File: src/rtl/craft_pkg.sv
// Shared CRAFT definitions: state geometry, the 4-bit S-box table and the
// SubCell FSM state encoding.
package craft_pkg;

    localparam int CRAFT_NIBBLES = 16;
    localparam int CRAFT_STATE_W = 64;

    // Entry i sits at bits [4i+3:4i]; entry 0 is the least significant nibble.
    localparam logic [63:0] CRAFT_SBOX_TABLE = 64'h6420_5198_7fbe_3dac;

    typedef enum logic [1:0] {
        IDLE = 2'd0,
        BUSY = 2'd1,
        DONE = 2'd2
    } craft_state_e;

    function automatic logic [3:0] craft_sbox_f(input logic [3:0] nib);
        return CRAFT_SBOX_TABLE[{nib, 2'b00} +: 4];
    endfunction

endpackage

File: src/rtl/craft_sbox.sv
// Combinational CRAFT 4-bit S-box (an involution).
module craft_sbox
    import craft_pkg::*;
(
    input  logic [3:0] din,
    output logic [3:0] dout
);

    assign dout = craft_sbox_f(din);

endmodule

File: src/rtl/craft_sbox_layer_serial.sv
// CRAFT SubCell layer applied LANES nibbles per clock, with valid/ready
// handshakes on both sides.
module craft_sbox_layer_serial
    import craft_pkg::*;
#(
    parameter int LANES   = 4,
    parameter int STATE_W = CRAFT_STATE_W
) (
    input  logic               CLK,
    input  logic               RST_N,
    input  logic               in_valid,
    output logic               in_ready,
    input  logic [STATE_W-1:0] in_data,
    output logic               out_valid,
    input  logic               out_ready,
    output logic [STATE_W-1:0] out_data,
    output logic               busy
);

    if (!(LANES == 1 || LANES == 2 || LANES == 4 || LANES == 8 || LANES == 16)) begin : g_bad_lanes
        $error("craft_sbox_layer_serial: LANES must be 1, 2, 4, 8 or 16");
    end
    if (STATE_W != CRAFT_STATE_W) begin : g_bad_width
        $error("craft_sbox_layer_serial: STATE_W must be 64");
    end

    // LANES=16 steps the counter by 16, i.e. it stays at 0.
    localparam logic [3:0] CNT_STEP = 4'(LANES % CRAFT_NIBBLES);
    localparam logic [3:0] CNT_LAST = 4'(CRAFT_NIBBLES - LANES);

    craft_state_e               state_q;
    logic [3:0]                 cnt_q;
    logic [CRAFT_STATE_W-1:0]   sreg_q;
    logic [CRAFT_STATE_W-1:0]   sreg_d;
    logic                       out_valid_q;
    logic [CRAFT_STATE_W-1:0]   out_data_q;
    logic                       accept_s;
    logic                       last_step_s;

    logic [3:0] lane_idx [LANES];
    logic [3:0] lane_in  [LANES];
    logic [3:0] lane_out [LANES];

    // cnt is always a multiple of LANES, so cnt+l never wraps within a step.
    for (genvar l = 0; l < LANES; l++) begin : g_lane
        assign lane_idx[l] = cnt_q + 4'(l);
        assign lane_in[l]  = sreg_q[{lane_idx[l], 2'b00} +: 4];

        craft_sbox u_sbox (
            .din  (lane_in[l]),
            .dout (lane_out[l])
        );
    end

    // Next state register: substitute the selected lanes, hold the rest.
    always_comb begin
        sreg_d = sreg_q;
        for (int l = 0; l < LANES; l++) begin
            sreg_d[{lane_idx[l], 2'b00} +: 4] = lane_out[l];
        end
    end

    assign in_ready    = RST_N && ((state_q == IDLE) || ((state_q == DONE) && out_ready));
    assign accept_s    = in_valid && in_ready;
    assign last_step_s = (cnt_q == CNT_LAST);

    // Control FSM, counter, state register and registered output stage.
    always_ff @(posedge CLK) begin
        if (!RST_N) begin
            state_q     <= IDLE;
            cnt_q       <= 4'd0;
            sreg_q      <= '0;
            out_valid_q <= 1'b0;
            out_data_q  <= '0;
        end else begin
            case (state_q)
                IDLE: begin
                    if (accept_s) begin
                        sreg_q  <= in_data;
                        cnt_q   <= 4'd0;
                        state_q <= BUSY;
                    end
                end
                BUSY: begin
                    sreg_q <= sreg_d;
                    if (last_step_s) begin
                        cnt_q       <= 4'd0;
                        state_q     <= DONE;
                        out_valid_q <= 1'b1;
                        out_data_q  <= sreg_d;
                    end else begin
                        cnt_q <= cnt_q + CNT_STEP;
                    end
                end
                DONE: begin
                    if (out_ready) begin
                        out_valid_q <= 1'b0;
                        if (accept_s) begin
                            sreg_q  <= in_data;
                            cnt_q   <= 4'd0;
                            state_q <= BUSY;
                        end else begin
                            state_q <= IDLE;
                        end
                    end
                end
                default: begin
                    state_q     <= IDLE;
                    cnt_q       <= 4'd0;
                    out_valid_q <= 1'b0;
                end
            endcase
        end
    end

    assign out_valid = out_valid_q;
    assign out_data  = out_data_q;
    assign busy      = (state_q == BUSY);

endmodule

File: config.mk
export PLATFORM = sky130hd
export DESIGN_NAME = craft_sbox_layer_serial
export DESIGN_NICKNAME = d
export VERILOG_FILES = /design/src/rtl/craft_pkg.sv /design/src/rtl/craft_sbox.sv /design/src/rtl/craft_sbox_layer_serial.sv
export SDC_FILE = /design/constraint.sdc
export NUM_CORES = 1
export LEC_CHECK = 0
export CORE_MARGIN = 4
export CORE_UTILIZATION = 29
export CTS_BUF_LIST = sky130_fd_sc_hd__clkbuf_16
export DETAILED_ROUTE_END_ITERATION = 7
export PLACE_DENSITY = 0.57
export SLEW_MARGIN = 0
export SYNTH_ARGS = -nofsm -noshare
export SYNTH_HDL_FRONTEND = slang
export SYNTH_SLANG_ARGS = --single-unit
File: constraint.sdc
create_clock -name CLK -period 3.3 [get_ports CLK]
set_input_delay 0.495 -clock CLK [delete_from_list [all_inputs] [get_ports CLK]]
set_output_delay 0.495 -clock CLK [all_outputs]
set_load 0.01 [all_outputs]
### Yosys cells after proc, flatten, opt, wreduce, memory -nomap -nowiden

Index checks and enable logic that the tools add are counted.

| storage, ports and cells | value |
|---|---|
| memories kept | 0 |
| input bits | 68 |
| register bits after elaboration | 135 |
| bits in writable memories | 0 |
| bits in latches | 0 |
| word-level logic and storage cells | 65 |
| bits in read-only memories | 0 |

| cells by class | value |
|---|---|
| shift-type cells | 16 |
| divide/modulo/power cells | 0 |
| equality and inequality tests | 6 |
| $mul | 0 |
| bitwise logic cells | 1 |
| reduce and logical (&&, ||, !) cells | 10 |
| $add $sub $neg | 8 |
| order comparisons | 0 |
| multiplexer cells | 19 |

Operators by type and width:

| operator | count |
|---|---|
| $bwmux W64 | 4 |
| $shift A4 B8 Y64 const A | 4 |
| $shiftx A4 B8 Y64 | 4 |
| $shiftx A64 B7 Y4 | 4 |
| $shiftx A64 B7 Y4 const A | 4 |
| $pmux W64 S3 | 1 |
| $mux W64 | 2 |
| $neg A6 Y8 | 4 |
| $mux W4 | 3 |
| $pmux W4 S3 | 1 |
| $add A4 B2 Y4 const B | 2 |
| $mux W2 | 3 |
| $pmux W2 S3 | 1 |
| $reduce_and A3 Y1 | 2 |
| $add A4 B1 Y4 const B | 1 |
| $add A4 B3 Y4 const B | 1 |
| $eq A4 B4 Y1 const B | 1 |
| $ne A2 B2 Y1 const B | 2 |
| $reduce_and A2 Y1 | 2 |
| $logic_and A1 B1 Y1 | 3 |
| $mux W1 | 3 |
| $pmux W1 S3 | 1 |
| $reduce_bool A3 Y1 | 1 |
| $eq A2 B1 Y1 const B | 1 |
| other kinds (5) | 5 |

### Longest topological paths before layout

| depth | value |
|---|---|
| word-level depth | 8 |
| mapped depth | 9 |
| depth with buffers taken out | 6 |

### Hierarchy

From an unflattened synthesis, not the netlist that was laid out.

| second synthesis, totals | value |
|---|---|
| cells, all modules | 767 |
| area total of the unflattened synthesis | 6668.9 um2 |

Modules (own cells, without submodules):

| module | cells each | area each (um2) | sequential area each (um2) | instances |
|---|---|---|---|---|
| craft_sbox_layer_serial | 731 | 6443.7 | 2662.6 | 1 |
| craft_sbox | 9 | 56.3 | 0.0 | 4 |

### Least setup slack after synthesis

No wires, ideal clock.

| timing | value |
|---|---|
| kind | flip-flop to flip-flop |
| start point | register cnt_q[3] |
| end point | register sreg_q[12] |
| slack | 0.762 ns |
| period minus slack after synthesis | 2.538 ns |
| cell stages (with the launch flop) | 10 |
| path buffers | 3 |
| data arrival time | 2.404 ns |
| cell sequence | dfxtp_1 > buf_2 > buf_2 > inv_1 > ha_1 > clkbuf_1 > mux4_2 > o21a_1 > o21ai_2 > o22ai_1 |

| on the way | value |
|---|---|
| word-level cells in the longest chain between the ends | 8 |
| elaborated cells on any way between the ends | 28 |
| classes of those cells | 7 x add/sub; 16 x shift; 5 x mux |

RTL lines:

| item | RTL line | RTL |
|---|---|---|
| from (decl) | craft_sbox_layer_serial.sv:32 | `logic [3:0] cnt_q;` |
| from (signal assigned) | craft_sbox_layer_serial.sv:92 | `cnt_q <= cnt_q + CNT_STEP;` |
| $add A4 B1 Y4 / $shiftx A64 B7 Y4 (equally long branches) | craft_sbox_layer_serial.sv:46, craft_sbox_layer_serial.sv:47 |  |
| $shiftx A64 B7 Y4, on equally long branches | craft_sbox_layer_serial.sv:47, craft_pkg.sv:18 |  |
| $shiftx A64 B7 Y4 / $shiftx A4 B8 Y64 (equally long branches) | craft_pkg.sv:18, craft_sbox_layer_serial.sv:59 |  |
| $shiftx A4 B8 Y64 / $bwmux W64 (equally long branches) | craft_sbox_layer_serial.sv:59 | `sreg_d[{lane_idx[l], 2'b00} +: 4] = lane_out[l];` |
| $bwmux W64 (2 in series) | craft_sbox_layer_serial.sv:59 |  |
| $bwmux W64 * | craft_sbox_layer_serial.sv:59 |  |
| $pmux W64 S3 * | craft_sbox_layer_serial.sv:76 | `case (state_q)` |
| to (signal assigned) | craft_sbox_layer_serial.sv:79 | `sreg_q <= in_data;` |
| to (signal assigned) | craft_sbox_layer_serial.sv:85 | `sreg_q <= sreg_d;` |
| to (signal assigned) | craft_sbox_layer_serial.sv:99 | `sreg_q <= in_data;` |
| to (decl) | craft_sbox_layer_serial.sv:33 | `logic [CRAFT_STATE_W-1:0] sreg_q;` |

Every way passes the cells marked *; elsewhere a longest branch is shown, timed or not.
A chain may end at the register's enable or synchronous reset.

### Worst setup path after layout

| timing | value |
|---|---|
| start point | register state_q[0] |
| end point | output busy |

| on the way | value |
|---|---|
| word-level cells in the longest chain between the ends | 1 |

RTL lines:

| item | RTL line | RTL |
|---|---|---|
| from (decl) | craft_sbox_layer_serial.sv:31 | `craft_state_e state_q;` |
| from (signal assigned) | craft_sbox_layer_serial.sv:70 | `state_q <= IDLE;` |
| from (signal assigned) | craft_sbox_layer_serial.sv:81 | `state_q <= BUSY;` |
| from (signal assigned) | craft_sbox_layer_serial.sv:88 | `state_q <= DONE;` |
| $eq A2 B1 Y1 | craft_sbox_layer_serial.sv:118 | `assign busy = (state_q == BUSY);` |
| to (decl) | craft_sbox_layer_serial.sv:17 | `output logic busy` |

No other way between the ends.

==> flow_metrics.tcl <==
set metrics [dict create \
    grtUsageMet3 0.0501 \
    final-hold-violation-count 0 \
    top_usage_layer "met1" \
    drt_wl_total_mm 26.5 \
    finalWeightedCongestion 0.931 \
    clock_latency_ps 420 \
    global_route_wire_length_before_repair_mm 40.1 \
    postcts_resize_cnt 0 \
    cts.path.max_buffers 2 \
    synth.area.top_cells "dfxtp_1, o21ai_0, a31oi_1, a32oi_1, mux4_2" \
    postCtsHoldBufs 0 \
    path_type_of_the_worst_min_delay_path "flip-flop to flip-flop" \
    final_critical_path_time_including_i_o_delays_and_setup_ps 2750 \
    h_tree_depth 4 \
    critPathSlowestCell "clkdlybuf4s50_1" \
    worst_ep_arrival_time_ps 2260 \
    vias 7081 \
    sequence_of_cells_on_the_critical_path "nand2b_1 > buf_4 > inv_1 > clkdlybuf4s50_1" \
    die_width_um 160 \
    use_met2 0.272 \
    antenna_violating_nets_post_route 0 \
    vias_per_cell 5.95 \
    initial_utilization 0.295 \
    timing.hold.ws_ps 497 \
    flow.area_growth_from_synthesis_pct 32.1 \
    grt_start_max_net_pins 79 \
    synth-seq-cells 133 \
    clock_skew_ps 9.14 \
    post_synth.cell_area_avg_um2 8.47 \
    coreArea_um2 22700 \
    peak_freq_mhz 363 \
    cts_tree "yes" \
    finalWorstSetupSlack_ps 546 \
    timing.max_cap.violations 0 \
    timing_worst_slew_pin_value_ps 860 \
    finalCritPeriodShare 0.835 \
    path_max_fanout 15 \
    grt-ovfl-total 0 \
    synth.yosys.seq_area_share 0.398 \
    grt_setup_unrepaired "false" \
    netlist_instances 791 \
    post_synth_num_cell_types 50 \
    vertical_die_dimension_um 160 \
    synth.largest_area_cell "dfxtp_1" \
    timing.slew.headroom 0.425 \
    drt_iter0_drc 897 \
    dp_hpwl_mm 19.4 \
    synth_top_cell_area_share 0.398 \
    number_of_global_route_vias_before_repair 6581 \
    num-fill-cells 2326 \
    powerDensity_nw_per_um2 467 \
    critical_path_required_ps 2800 \
    netlist_area_um2 6700 \
    postLayoutCoreUtil 0.389 \
    synth-edff-count 0 \
    floorplan.io_pins 135 \
    result_of_the_run "completed" \
    peak_supply_drop_v 0.000245 \
    synth-async-reset-ratio 0 \
    fp-row-count 55 \
    post_cts_setup_repair_buffer_count 0 \
    detailedRoute.firstPassIterationCount 5 \
    clock-sinks 133 \
    synth-warning-count 0 \
    initial_antenna_violation_count 1 \
    cts_root_buffer "clkbuf_16" \
    report.final.setup_viol 0 \
    type_of_element_launching_the_critical_path "flip-flop" \
    met1_track_demand_over_resource_in_global_routing 0.309 \
    floorplan.die_area_um2 25600 \
    port_buffers 134 \
    cpPeakStageDelay_ps 640 \
    power.static_leakage_nw 2.95 \
    preCtsSetupSlack_ps 937 \
    clk_pin_slew_ps 60 \
    grt.total_usage 0.200 \
    p_total_mw 4.13 \
    drc 0 \
    routed_wire_length_per_instance_um 22.2 \
    ys.flop_type "dfxtp_1" \
    nNetsFinal 967 \
    critical_path.endpoint_type "primary output" \
    timing.setup.tns_ps 0 \
    number_of_cts_inserted_buffers 17 \
    path_class "flip-flop to primary output" \
    layout-drive-gt1-share 0.0907 \
    timing.final.max_slew_violations 0 \
]
[placed cells by master, fill, tap and decap left out, types with 4 or more instances in the layout]
cell and n:
a21oi_1 34, a31oi_1 82, a32oi_1 46, and3_1 31
buf_4 14, clkbuf_16 17, clkdlybuf4s50_1 133, dfxtp_1 133
ha_1 8, inv_1 12, mux4_2 16, nand2_1 78
nand3_1 29, nand4_1 8, nor2_1 25, nor2_2 4
nor3_1 9, o211ai_1 18, o21a_1 4, o21ai_0 103
o21ai_2 4, o22ai_1 38
[worst paths after layout]
path                    from            to  slack [ps]  cells past startpoint
hold reg to reg    out_valid     out_valid         500                      2
setup reg to reg  state_q[0]  out_data[20]         870                      7
setup / recovery  state_q[0]          busy         550                      4
hold / removal     out_valid     out_valid         500                      2
[registers in the layout, summed over array words and instances, names as in the netlist]
| register | count |
|---|---|
| out_valid | 1 |
| sreg_q | 64 |
| cnt_q | 2 |
| out_data | 64 |
| state_q | 2 |
[area by class of cell]
type,count,area (um^2),area share
Inverter,9,33.8,0.00382
Antenna cell,1,2.50,0.000283
Multi-Input combinational cell,579,3710,0.420
Clock buffer,17,425,0.0481
Tap cell,285,357,0.0403
Clock inverter,15,149,0.0168
Timing Repair Buffer,151,1500,0.170
Sequential cell,133,2660,0.301
[where the power goes]
| part | internal (mW) | switching [mW] | total [mW] | leakage [nW] |
|---|---|---|---|---|
| registers | 1.65 | 0.0529 | 1.70 | 1.08 |
| clock network | 1.16 | 0.705 | 1.87 | 0.286 |
| logic | 0.225 | 0.331 | 0.557 | 1.58 |
| total | 3.04 | 1.09 | 4.13 | 2.95 |
[metrics by stage]
| step | cells | instance area, um^2 |
|---|---|---|
| floorplan | 792 | 6700 |
| global placement | 1157 | 8270 |
| detailed placement | 1157 | 8270 |
| CTS | 1189 | 8840 |
| global route | 1189 | 8840 |
| finish | 1190 | 8840 |
[worst max-delay path, delay by kind of cell, from the launching register on]
| kind | cells | cell delay (ps) |
|---|---|---|
| buffers and inverters | 3 | 1260 |
| DFF | 1 | 480 |
| and+or+nand+nor | 1 | 90 |
[per-layer routing]
metal  up-vias  routed length, um  part of all wire
met1      3404              12600              0.48
met5         -                  0                 0
met3        30               2560             0.097
met4         0                530             0.020
li1       3287                  -                 -
met2       360              10800              0.41
[cell usage after synthesis, types with 9 or more instances]
master and n:
dfxtp_1 133, o21ai_0 103, a31oi_1 82, nand2_1 78, clkbuf_1 59, a32oi_1 46
o22ai_1 38, a21oi_1 34, and3_1 31, nand3_1 29, nor2_1 26, o211ai_1 18
mux4_2 16, nor3_1 9
[kinds of logic after synthesis]
group | synth area share
AND/OR/NAND/NOR | 0.147
flip-flops | 0.398
multiplexers | 0.0538
adder cells (fa/ha/maj) | 0.0149
buffers and inverters | 0.0491
other | 0.000560
AO/OA/AOI/OAI | 0.337
Power figures use the tool's default switching activity.
